### src/rtl/ex_mem_reg.sv
// ex_mem_reg
//   EX->MEM pipeline register sitting directly after the ALU. Captures the ALU
//   result, the load/store and write-back controls and the store data of the
//   EX-stage instruction. It also owns the architectural Z/N/V flag register
//   and evaluates the decode-stage branch condition against those flags.
//
// Ports
//   clk, rst_n        rising-edge clock, asynchronous active-low reset
//   stall             hold every register, flags included
//   flush             load a bubble; wins over stall
//   ex_valid          EX slot holds a real instruction
//   ex_alu_out        ALU result
//   ex_ovfl           ALU signed overflow (add/sub)
//   ex_alu_ctrl       ALU opcode, selects which flags are written
//   ex_flag_en        instruction may write flags
//   ex_rd, ex_reg_wr  write-back destination and enable
//   ex_mem_rd/wr      load / store enables
//   ex_store_data     store data
//   br_cond           branch condition code of the instruction in decode
//   mem_*             registered copies of the EX fields
//   flag_z/n/v        architectural flags
//   br_taken          combinational: br_cond satisfied by the registered flags
module ex_mem_reg #(
    parameter int DW = 16,
    parameter int RW = 4
) (
    input  logic          clk,
    input  logic          rst_n,
    input  logic          stall,
    input  logic          flush,
    input  logic          ex_valid,
    input  logic [DW-1:0] ex_alu_out,
    input  logic          ex_ovfl,
    input  logic [4:0]    ex_alu_ctrl,
    input  logic          ex_flag_en,
    input  logic [RW-1:0] ex_rd,
    input  logic          ex_reg_wr,
    input  logic          ex_mem_rd,
    input  logic          ex_mem_wr,
    input  logic [DW-1:0] ex_store_data,
    input  logic [2:0]    br_cond,
    output logic          mem_valid,
    output logic [DW-1:0] mem_alu_out,
    output logic [RW-1:0] mem_rd,
    output logic          mem_reg_wr,
    output logic          mem_mem_rd,
    output logic          mem_mem_wr,
    output logic [DW-1:0] mem_store_data,
    output logic          flag_z,
    output logic          flag_n,
    output logic          flag_v,
    output logic          br_taken
);

    logic accept;
    logic upd_z;
    logic upd_nv;

    assign accept = ex_valid & ~stall & ~flush;

    // Opcode class decides which flags an accepted flag-writer may touch:
    // add/sub write Z, N and V; logic and shift ops write Z only.
    always_comb begin
        upd_z  = 1'b0;
        upd_nv = 1'b0;
        case (ex_alu_ctrl)
            5'h00, 5'h01: begin
                upd_z  = 1'b1;
                upd_nv = 1'b1;
            end
            5'h02, 5'h03, 5'h04, 5'h05, 5'h06: begin
                upd_z  = 1'b1;
            end
            default: begin
                upd_z  = 1'b0;
                upd_nv = 1'b0;
            end
        endcase
    end

    // Pipeline fields. Control and write-back fields are gated with ex_valid
    // so an empty EX slot arrives in MEM as a clean bubble.
    always_ff @(posedge clk or negedge rst_n) begin
        if (!rst_n) begin
            mem_valid      <= 1'b0;
            mem_alu_out    <= '0;
            mem_rd         <= '0;
            mem_reg_wr     <= 1'b0;
            mem_mem_rd     <= 1'b0;
            mem_mem_wr     <= 1'b0;
            mem_store_data <= '0;
        end else if (flush) begin
            mem_valid      <= 1'b0;
            mem_alu_out    <= '0;
            mem_rd         <= '0;
            mem_reg_wr     <= 1'b0;
            mem_mem_rd     <= 1'b0;
            mem_mem_wr     <= 1'b0;
            mem_store_data <= '0;
        end else if (!stall) begin
            mem_valid      <= ex_valid;
            mem_alu_out    <= ex_alu_out;
            mem_rd         <= ex_valid ? ex_rd : '0;
            mem_reg_wr     <= ex_valid & ex_reg_wr;
            mem_mem_rd     <= ex_valid & ex_mem_rd;
            mem_mem_wr     <= ex_valid & ex_mem_wr;
            mem_store_data <= ex_store_data;
        end
    end

    // Flags only change for an accepted instruction; flush and stall both
    // leave them untouched because accept is low in either case.
    always_ff @(posedge clk or negedge rst_n) begin
        if (!rst_n) begin
            flag_z <= 1'b0;
            flag_n <= 1'b0;
            flag_v <= 1'b0;
        end else if (accept && ex_flag_en) begin
            if (upd_z) begin
                flag_z <= (ex_alu_out == '0);
            end
            if (upd_nv) begin
                flag_n <= ex_alu_out[DW-1];
                flag_v <= ex_ovfl;
            end
        end
    end

    // Registered flags only; a branch right after a flag writer is stalled
    // upstream, so no bypass from the EX stage is needed here.
    always_comb begin
        br_taken = 1'b0;
        case (br_cond)
            3'b000:  br_taken = ~flag_z;
            3'b001:  br_taken = flag_z;
            3'b010:  br_taken = ~flag_z & ~flag_n;
            3'b011:  br_taken = flag_n;
            3'b100:  br_taken = flag_z | ~flag_n;
            3'b101:  br_taken = flag_z | flag_n;
            3'b110:  br_taken = flag_v;
            default: br_taken = 1'b1;
        endcase
    end

endmodule

### config.mk
export PLATFORM = sky130hd
export DESIGN_NAME = ex_mem_reg
export DESIGN_NICKNAME = d
export VERILOG_FILES = /design/src/rtl/ex_mem_reg.sv
export SDC_FILE = /design/constraint.sdc
export NUM_CORES = 1
export LEC_CHECK = 0
export BUFFER_PORTS_ARGS = -buffer_cell sky130_fd_sc_hd__buf_2
export CELL_PAD_IN_SITES_DETAIL_PLACEMENT = 1
export CELL_PAD_IN_SITES_GLOBAL_PLACEMENT = 1
export CORE_UTILIZATION = 35
export DETAILED_ROUTE_END_ITERATION = 10
export MAX_ROUTING_LAYER = met4
export PLACE_DENSITY_LB_ADDON = 0.1
export SLEW_MARGIN = 10
export SYNTH_ARGS = -nofsm -noshare
export SYNTH_HDL_FRONTEND = slang
export SYNTH_SLANG_ARGS = --single-unit
### constraint.sdc
create_clock -name clk -period 2.55 [get_ports clk]
set_input_delay 0.255 -clock clk [delete_from_list [all_inputs] [get_ports clk]]
set_output_delay 0.255 -clock clk [all_outputs]
set_load 0.01 [all_outputs]
==> impl_results.md <==
* Setup tns final at 0 ps
* CTS tree: yes
* Clock transition at the registers of the reported paths at 80 ps
* Ys Warns at 0
* Cell Rows at 26
* Vias in the first global route at 1454
* Fmax at 555 MHz
* Worst reg2reg setup slack at 1710 ps
* Final worst path period need at 1800 ps
* Endpoint class of the critical path: primary output
* Initial antenna violation count at 0
* Final Max Slew Viols at 0
* Crit Path Category: flip-flop to primary output
* Seq cells post-synth at 43
* Vias per Instance at 4.72
* DP Worst Slack at 908 ps
* Maxcap violations at 0
* Commonest non-fill, non-tap cells in the layout: buf_2 (97), dfrtp_1 (43), nor2_1 (38)
* Chip width at 75.0 microns
* Number of inserted diodes at 0
* Hold slack at 93.7 ps
* Pin count of the biggest net entering global routing at 44
* Root Driver: clkbuf_8
* Final hold vios at 0
* VDD IR max at 0.320 mV
* Routed vias at 1542
* EDFF count, synth at 0
* Port buffer count at 97
* Inserted Clock Buffers at 5
* Clock Skew at 0 ps
* Placed Instances at 319
* Worst hold path type: input port to asynchronous set/reset pin
* Die Area at 0.00562 sq mm
* Async S/R FF share, synth at 100%
* CP max FO at 6
* Cts hold-fix bufs at 0
* Unique masters post-synth at 25
* Number of non-filler instances in the completed layout at 327
* R2r endpoint: flag_n
* Status: finished, final reports clean
* Clock tree buffer depth at 2
* Final worst slack at 749 ps
* Startpoint types: flip-flop
* Final Setup Violations at 0
* H-Tree Depth at 2
* Fin crit share at 70.6%
* Starting DRT DRC Count at 72
* Power per Cell Area at 602 mW/mm^2
* First-pass GRT wire length at 6.90 mm
* Arr. time, crit path at 1550 ps
* Worst setup path endpoint: br_taken
* Synthesized instance count at 160
* Syn Nets at 214
* Reg2reg start: flag_n
* Wirelength, routed at 4.62 mm
* Total Routing Usage GR at 17.6%
* Most used DFF post-synth: dfrtp_1
* Setup Fix Bufs, Post-CTS at 0
* Layout cells sized above 1 at 42.8%
* R2R depth at 1
* Resize count post-CTS at 0
* Initial core utilization at 36.5%
* Post-route DRC at 0
* Total power at 1.51 mW
* Critical Path Source: flag_z
* Worst slew margin at 36.1%
* Drt first pass iters at 4
* WL per Instance at 14.1 microns
* Layout Nets at 310
* Area Growth Syn to Fin at 34.5%
* Detail Placement HPWL at 3.33 mm
* Post-Syn Area at 0.00186 sq mm
* Gr ovfl total at 0
* Critical Path RT at 2300 ps
* I/O pin cnt at 98
* RePlAce Congestion at 0.691
* Die span in y at 75.0 microns
* Syn Area/Cell at 11.6 sq um
* P_leak at 1.41 nW
* Core area at 0.00511 sq mm
* # clock sinks at 43
* Measured slew at the worst slew-check pin at 959 ps
* Most common cell after layout, fill and taps aside: buf_2
* RSZ-0062 raised after global routing: no
* Seq/Total Area, Yosys at 57.8%
* Final ANT Viol Nets at 0
* Clk_lat worst skew at 290 ps
==> worst min-delay path by stage <==
stage	to	cells after the start	start
finish	mem_rd[0]	1	rst_n
global route	mem_alu_out[15]	1	rst_n
CTS	mem_rd[0]	1	rst_n
detailed placement	mem_rd[0]	1	rst_n
global placement	flag_n	1	rst_n
floorplan	flag_n	0	rst_n
==> report_power, final <==
group / total [mW] / switching, mW / leakage (nW) / internal [mW]
Clock: 0.531 / 0.239 / 0.0581 / 0.292
Combinational: 0.231 / 0.124 / 0.778 / 0.106
Sequential: 0.746 / 0.0258 / 0.572 / 0.721
Total: 1.51 / 0.389 / 1.41 / 1.12
==> registers in the layout, indices dropped and copies added (netlist names) <==
name	count
mem_reg_wr	1
flag_z	1
mem_valid	1
flag_v	1
mem_mem_rd	1
mem_store_data	16
mem_rd	4
flag_n	1
mem_alu_out	16
mem_mem_wr	1
==> cells by family (layout without fill, tap and decap cells) <==
kind of cell / after synthesis / after routing / synth area share (%)
flops: 43 / 43 / 57.8
simple gates: 58 / 58 / 15.3
buf+inv: 11 / 108 / 3.29
compound gates: 12 / 12 / 4.10
mux: 36 / 36 / 19.5
==> per-layer routing <==
layer	vias to the layer above	part of all wire, %	GRT usage, %	wire length [microns]
met1	734	43	21.5	1990
met4	0	1.2	6.29	55
met3	6	7.1	5.22	328
met2	59	49	27.7	2240
li1	743	-	-	-
met5	-	0	-	0
==> worst max-delay path, cell delays in order (launching register included) <==
cell,delay [ps]
dfrtp_1,440
or3b_1,360
a311oi_1,250
a21oi_1,60
buf_2,140
==> synth_stat cells, types with 2 or more instances <==
| master | instances | area share [%] |
|---|---|---|
| nor2b_1 | 2 | 0.67 |
| a22oi_1 | 4 | 1.6 |
| mux2i_1 | 33 | 18 |
| a21oi_1 | 5 | 1.3 |
| dfrtp_1 | 43 | 58 |
| buf_2 | 4 | 1.1 |
| nor4_1 | 4 | 1.3 |
| nand3b_1 | 3 | 1.2 |
| nand3_1 | 2 | 0.54 |
| mux2_1 | 2 | 1.2 |
| clkbuf_1 | 4 | 0.81 |
| buf_6 | 2 | 1.2 |
| nor2_1 | 38 | 7.7 |
| nand2_1 | 3 | 0.60 |
==> layout make-up <==
type / count / area [sq um]
clock buffer: 5 / 68.8
clock inverter: 3 / 43.8
fill: 618 / 2600
inverter: 1 / 3.75
multi-input combinational: 106 / 726
sequential: 43 / 1080
tap: 70 / 87.6
timing repair buffer: 99 / 500
==> stage by stage <==
step | util, % | instance area (sq um)
6_report | 49.1 | 2510
5_1_grt | 49.1 | 2510
4_1_cts | 49.1 | 2510
3_5_place_dp | 46.9 | 2390
3_3_place_gp | 46.9 | 2390
2_1_floorplan | - | 1860
Note: power is estimated with default switching activity, not from simulation.
